==> config.mk <==
export PLATFORM = sky130hd
export DESIGN_NAME = pwm_duty_decoder
export DESIGN_NICKNAME = d
export VERILOG_FILES = /design/src/rtl/pwm_pkg.sv /design/src/rtl/pwm_sync_edge.sv /design/src/rtl/pwm_duty_decoder.sv
export SDC_FILE = /design/constraint.sdc
export NUM_CORES = 1
export LEC_CHECK = 0
export CAP_MARGIN = 30
export CELL_PAD_IN_SITES_DETAIL_PLACEMENT = 0
export CELL_PAD_IN_SITES_GLOBAL_PLACEMENT = 2
export CORE_MARGIN = 1.5
export CORE_UTILIZATION = 33
export CTS_CLUSTER_SIZE = 24
export DETAILED_ROUTE_END_ITERATION = 7
export GPL_TIMING_DRIVEN = 0
export PLACE_DENSITY = 0.86
export SYNTH_ARGS = -nofsm -noshare
export SYNTH_HDL_FRONTEND = slang
export SYNTH_HIERARCHICAL = 1
export SYNTH_SLANG_ARGS = --single-unit
==> constraint.sdc <==
create_clock -name clk -period 2.1 [get_ports clk]
set_input_delay 0.42 -clock clk [delete_from_list [all_inputs] [get_ports clk]]
set_output_delay 0.42 -clock clk [all_outputs]
set_load 0.05 [all_outputs]
==> src/rtl/pwm_pkg.sv <==
// rtl/pwm_pkg.sv - shared PWM mode encodings, motor control codes and drive-side defaults
package pwm_pkg;

  localparam logic [1:0] MODE_OFF     = 2'd0;
  localparam logic [1:0] MODE_DEFROST = 2'd1;
  localparam logic [1:0] MODE_COOK    = 2'd2;
  localparam logic [1:0] MODE_OTHER   = 2'd3;

  localparam logic [1:0] MOTOR_RUN  = 2'b10;
  localparam logic [1:0] MOTOR_STOP = 2'b11;

  // Defaults shared with the drive side so both ends agree on the waveform
  localparam int PWM_PERIOD       = 10;
  localparam int PWM_COOK_DUTY    = 7;
  localparam int PWM_DEFROST_DUTY = 2;

  typedef enum logic [1:0] {
    ST_IDLE,
    ST_MEASURE,
    ST_STALE
  } pwm_state_t;

endpackage

==> src/rtl/pwm_sync_edge.sv <==
// rtl/pwm_sync_edge.sv - 2-flop synchronizer with delay flop and rise/fall pulses
module pwm_sync_edge (
  input  logic clk,
  input  logic rst,
  input  logic din,
  output logic sync,
  output logic rise,
  output logic fall
);

  logic meta;
  logic dly;

  always_ff @(posedge clk) begin
    if (rst) begin
      meta <= 1'b0;
      sync <= 1'b0;
      dly  <= 1'b0;
    end else begin
      meta <= din;
      sync <= meta;
      dly  <= sync;
    end
  end

  assign rise = sync & ~dly;
  assign fall = ~sync & dly;

endmodule

==> src/rtl/pwm_duty_decoder.sv <==
// rtl/pwm_duty_decoder.sv - measures motor PWM period/high time and classifies the mode
// Optional PWM_DIR_CHECK_EN adds dir_err, cross-checking mode against moter_control.
module pwm_duty_decoder
  import pwm_pkg::*;
#(
  parameter int PERIOD       = PWM_PERIOD,
  parameter int TIMEOUT      = 32,
  parameter int COOK_DUTY    = PWM_COOK_DUTY,
  parameter int DEFROST_DUTY = PWM_DEFROST_DUTY,
  localparam int CW          = $clog2(TIMEOUT + 1)
) (
  input  logic          clk,
  input  logic          rst,
  input  logic          pwm_in,
  input  logic [1:0]    moter_control,
  output logic [CW-1:0] duty,
  output logic [CW-1:0] period,
  output logic          meas_valid,
  output logic [1:0]    mode,
  output logic          period_err,
  output logic          stuck_high
`ifdef PWM_DIR_CHECK_EN
  ,
  output logic          dir_err
`endif
);

  localparam logic [CW-1:0] CW_PERIOD  = CW'(PERIOD);
  localparam logic [CW-1:0] CW_TIMEOUT = CW'(TIMEOUT);
  localparam logic [CW-1:0] CW_COOK    = CW'(COOK_DUTY);
  localparam logic [CW-1:0] CW_DEFROST = CW'(DEFROST_DUTY);

  logic          pwm_s;
  logic          pwm_rise;
  logic          pwm_fall_unused;
  logic [CW-1:0] period_cnt;
  logic [CW-1:0] high_cnt;
  logic [CW-1:0] cap_duty;
  logic [1:0]    cap_mode;
  pwm_state_t    state;

  pwm_sync_edge u_pwm_sync (
    .clk  (clk),
    .rst  (rst),
    .din  (pwm_in),
    .sync (pwm_s),
    .rise (pwm_rise),
    .fall (pwm_fall_unused)
  );

  // Both counters restart at 1 on a rise so the rise cycle itself is counted
  always_ff @(posedge clk) begin
    if (rst) begin
      period_cnt <= '0;
      high_cnt   <= '0;
    end else if (pwm_rise) begin
      period_cnt <= CW'(1);
      high_cnt   <= CW'(1);
    end else begin
      if (period_cnt != CW_TIMEOUT) period_cnt <= period_cnt + 1'b1;
      if (pwm_s && (high_cnt != CW_TIMEOUT)) high_cnt <= high_cnt + 1'b1;
    end
  end

  always_comb begin
    cap_duty = high_cnt;
    if (state == ST_STALE) cap_duty = pwm_s ? CW_PERIOD : '0;
  end

  always_comb begin
    cap_mode = MODE_OTHER;
    if (cap_duty == '0)              cap_mode = MODE_OFF;
    else if (cap_duty == CW_DEFROST) cap_mode = MODE_DEFROST;
    else if (cap_duty == CW_COOK)    cap_mode = MODE_COOK;
  end

`ifdef PWM_DIR_CHECK_EN
  logic [1:0] ctrl_s;
  logic [1:0] ctrl_rise_unused;
  logic [1:0] ctrl_fall_unused;
  logic       cap_dir_err;

  for (genvar i = 0; i < 2; i++) begin : g_ctrl_sync
    pwm_sync_edge u_ctrl_sync (
      .clk  (clk),
      .rst  (rst),
      .din  (moter_control[i]),
      .sync (ctrl_s[i]),
      .rise (ctrl_rise_unused[i]),
      .fall (ctrl_fall_unused[i])
    );
  end

  always_comb begin
    cap_dir_err = 1'b1;
    if (ctrl_s == MOTOR_STOP)     cap_dir_err = (cap_mode != MODE_OFF);
    else if (ctrl_s == MOTOR_RUN) cap_dir_err = (cap_mode == MODE_OFF);
  end
`else
  logic ctrl_unused;
  assign ctrl_unused = ^moter_control;
`endif

  always_ff @(posedge clk) begin
    if (rst) begin
      state      <= ST_IDLE;
      duty       <= '0;
      period     <= '0;
      meas_valid <= 1'b0;
      mode       <= MODE_OFF;
      period_err <= 1'b0;
      stuck_high <= 1'b0;
`ifdef PWM_DIR_CHECK_EN
      dir_err    <= 1'b0;
`endif
    end else begin
      meas_valid <= 1'b0;
      case (state)
        ST_IDLE: begin
          if (pwm_rise) state <= ST_MEASURE;
        end
        ST_MEASURE: begin
          // A rise coinciding with the timeout still counts as a real period
          if (pwm_rise) begin
            duty       <= cap_duty;
            period     <= period_cnt;
            meas_valid <= 1'b1;
            mode       <= cap_mode;
            period_err <= (period_cnt != CW_PERIOD);
            stuck_high <= 1'b0;
`ifdef PWM_DIR_CHECK_EN
            dir_err    <= cap_dir_err;
`endif
          end else if (period_cnt == CW_TIMEOUT) begin
            state <= ST_STALE;
          end
        end
        ST_STALE: begin
          duty       <= cap_duty;
          period     <= '0;
          meas_valid <= 1'b1;
          mode       <= cap_mode;
          period_err <= 1'b0;
          stuck_high <= pwm_s;
`ifdef PWM_DIR_CHECK_EN
          dir_err    <= cap_dir_err;
`endif
          state      <= ST_IDLE;
        end
        default: state <= ST_IDLE;
      endcase
    end
  end

endmodule

Word-level counts from Yosys, hierarchy flattened
Cells that the tools add are included.

Register bits: 34. Input bits: 5. Output and inout bits: 17. Word-level logic and storage cells: 64.

$add $sub $neg: 2. Equality and inequality tests: 12. Mux-type cells: 25. Bitwise gates (word level): 2. Reductions and logical operators: 9.

Operator list (count): case mux 6 bit (2 select lines) (2); two-way mux 6 bit (3); adder 6 x 1 -> 6 bit (second input constant) (2); two-way mux 2 bit (6); inequality test 6 bit (second input constant) (2); two-way mux 1 bit (8); inequality test 2 bit (second input constant) (4); case mux 2 bit (2 select lines) (2); == test 6 x 2 -> 1 bit (second input constant) (1); == test 6 x 3 -> 1 bit (second input constant) (1); == test 6 bit (second input constant) (1); zero test 6 bit (1); inequality test 6 x 4 -> 1 bit (second input constant) (1); case mux 1 bit (2 select lines) (3); nonzero test 2 bit (3); two-way mux 4 bit (1); AND reduction 3 bit (1); == test 2 x 1 -> 1 bit (second input constant) (1); == test 2 bit (second input constant) (1); zero test 2 bit (1); AND reduction 2 bit (1); OR reduction 2 bit (1); AND 1 bit (1); logical AND 1 bit (1); NOT 1 bit (1).

Depth between registers and ports, before layout
Depth after elaboration: 8. Mapped depth: 7. Gate-level depth less buffers: 6.

By module
The synthesis kept the hierarchy.

Modules (own cells, without submodules): pwm_duty_decoder (times used 1, cells an instance 155, area an instance 1435.1 sq um, seq. area each 620.6 sq um); pwm_sync_edge (times used 1, cells an instance 8, area an instance 91.3 sq um, seq. area each 60.1 sq um).

Worst setup path after synthesis
OpenSTA, ideal clock, no wires.

Path kind: reg-to-reg. Start point: reg u_pwm_sync.sync. End point: reg period_err. Setup time: 71 ps. Arrival time: 1486 ps. Data required time: 2029 ps. Setup slack: 544 ps. Cell stages (with the launch flop): 6. Buffers on the path: 0. Clock period less this slack: 1556 ps. Cell sequence: dfxtp_1 > nor2b_1 > nand2_1 > o21a_1 > or3_1 > a21oi_1.

Longest elaborated chain between the ends: 3.

RTL lines: start: declaration (RTL line pwm_sync_edge.sv:6) `output logic sync,`; start signal: assignment (RTL line pwm_sync_edge.sv:21) `sync <= meta;`; AND 1 bit (RTL line pwm_sync_edge.sv:26) `assign rise = sync & ~dly;`; named net pwm_rise (RTL line pwm_duty_decoder.sv:34) `logic pwm_rise;`; inequality test 2 bit (no line); AND reduction 2 bit (no line); end signal: assignment (RTL line pwm_duty_decoder.sv:129) `period_err <= (period_cnt != CW_PERIOD);`; end: declaration (RTL line pwm_duty_decoder.sv:20) `output logic period_err,`.

The timed path passes the listed nets, and every way through them passes these cells. A chain may end at the register's enable or synchronous reset.

Worst setup path after layout
Start point: reg duty[3]. End point: out duty[3].

RTL lines: start: declaration (RTL line pwm_duty_decoder.sv:16) `output logic [CW-1:0] duty,`; start signal: assignment (RTL line pwm_duty_decoder.sv:125) `duty <= cap_duty;`; start signal: assignment (RTL line pwm_duty_decoder.sv:139) `duty <= cap_duty;`.

No word-level cell between the ends.

==> results_dict.tcl <==
set metrics [dict create \
    worst_path_max_delay_cell "clkdlybuf4s50_1" \
    synth_fp_nets 178 \
    final_common_cell "dfxtp_1" \
    gp_congestion 0.795 \
    die_w_um 70.9 \
    root_buffer "clkbuf_8" \
    fin_crit_ns 1.86 \
    m1WireLength_um 1510 \
    final_area_um2 1920 \
    synth_area_per_cell_um2 9.38 \
    final-setup-viol-count 0 \
    power.internal_w 0.00133 \
    dp_cells 233 \
    min_period_over_period 0.883 \
    die_h_um 70.9 \
    p_total_w 0.00182 \
    drcViolationCount 0 \
    cp.required_ns 1.68 \
    grt_max_degree 12 \
    cts_tree "yes" \
    max_clock_freq_mhz 539 \
    area.growth.synth_to_final_pct 26.2 \
    drt_iter0_drc 39 \
    io_buffers 19 \
    antenna_found_initial 0 \
    outcome "finished clean" \
    layout_common_cells "34 x dfxtp_1, 25 x nor2_1, 19 x clkdlybuf4s50_1" \
    critPathMaxStageDelay_ns 0.80 \
    clock_latency_ns 0.28 \
    grt_pass1_wl_um 5380 \
    slew_viol_final 0 \
    rsz0062_at_grt "no" \
    routed_wirelength_um 3130 \
    ios 22 \
    cts.repair.resized 0 \
    syn_area_um2 1520 \
    wl_per_cell_um 13.0 \
    grt_usage 0.137 \
    path_buf_inv 1 \
    netlist_instances 162 \
    hold_class "flop to flop" \
    cts_setup_buffers 0 \
    hold_viol_final 0 \
    wl_met2_um 1470 \
    ir_worst_vdd_mv 0.365 \
    dpl.hpwl_um 2350 \
    die_area_um2 5020 \
    cts.sinks 34 \
    wl_met3_um 91 \
    p_sw_frac 0.271 \
    path_class "flop to output port" \
    htree_num_levels 2 \
    grt_pass1_vias 1162 \
    antenna_cells 0 \
    synth_warnings 6 \
    crit_family "buffers and inverters" \
    max-cap-violations 0 \
    cts_buffers 5 \
    power.density_nw_per_um2 948 \
    filler_cell_count 428 \
    cp.arrival_ns 1.44 \
    vias 1195 \
    drive_above_1_share 0.0794 \
    p_comb_frac 0.194 \
    fin_nets 204 \
    tightest_slew_ns 0.506 \
    pwr-share-seq 0.397 \
    start_util 0.347 \
    placed_area_um2 1780 \
    ctsHoldBuffers 0 \
    grt-ovfl-total 0 \
    relSlewSlack 0.661 \
    design.core.area_um2 4380 \
    startpoint_type "flop" \
    std_cell_rows 24 \
    fin_util 0.438 \
    fin_cells 241 \
    drtAntennaViolNets 0 \
    p_switching_w 0.000494 \
    p_leak_nw 0.690 \
    path_cells "clkdlybuf4s50_1" \
    viasPerCell 4.96 \
    path_clk_slew_ns 0.07 \
    clock_skew_ns 0.00419 \
    endpoint_kind "output port" \
    clockBufferDepth 2 \
    clkPwrFrac 0.410 \
    first_pass_iters 4 \
    cp_max_fo 2 \
    top_layer "met4" \
]
registers in the layout, indices dropped and copies added (netlist names):
name / cells
stuck_high: 1
u_pwm_sync/sync: 1
u_pwm_sync/dly: 1
period_err: 1
u_pwm_sync/meta: 1
meas_valid: 1
mode: 2
duty: 6
state: 2
period: 6
period_cnt: 6
high_cnt: 6
power by group through the flow:
| stage | registers [W] | clock network, W | logic [W] |
|---|---|---|---|
| after CTS | 0.000722 | 0.000762 | 0.000354 |
| final | 0.000721 | 0.000745 | 0.000353 |
| after floorplan | 0.000793 | 0 | 0.000198 |
| after global routing | 0.000730 | 0.000783 | 0.000398 |
| after global placement | 0.000734 | 0 | 0.000342 |
| after detailed placement | 0.000737 | 0 | 0.000352 |
final timing paths:
kind	from	to	slack, ns	cells past startpoint
hold reg to reg	u_pwm_sync/meta	u_pwm_sync/sync	0.45	1
setup reg to reg	u_pwm_sync/sync	period[4]	0.27	6
setup / recovery	duty[3]	duty[3]	0.24	1
hold / removal	u_pwm_sync/meta	u_pwm_sync/sync	0.45	1
routing by layer:
metal	global-route usage	up-vias
li1	-	607
met2	0.223	21
met4	0.0503	0
met3	0.0427	6
met1	0.170	561
met5	0	-
cell type report:
class / instances / area (um^2) / share of cell area
Multi-Input combinational cell: 115 / 782 / 0.408
Sequential cell: 34 / 681 / 0.355
Timing Repair Buffer: 19 / 190 / 0.0992
Clock buffer: 6 / 82.6 / 0.0431
Tap cell: 52 / 65.1 / 0.0339
Clock inverter: 2 / 60.1 / 0.0313
Inverter: 8 / 30.0 / 0.0157
Buffer: 5 / 27.5 / 0.0144
metrics by stage:
step / hold WS [ns] / setup TNS [ns] / worst slack (ns)
after CTS: 0.453 / 0 / 0.228
after floorplan: 0.414 / 0 / 0.563
after global routing: 0.467 / 0 / 0.111
after detailed placement: 0.437 / -0.0275 / -0.0114
after global placement: 0.418 / 0 / 0.0423
final: 0.452 / 0 / 0.245
Note: power is estimated with default switching activity, not from simulation.
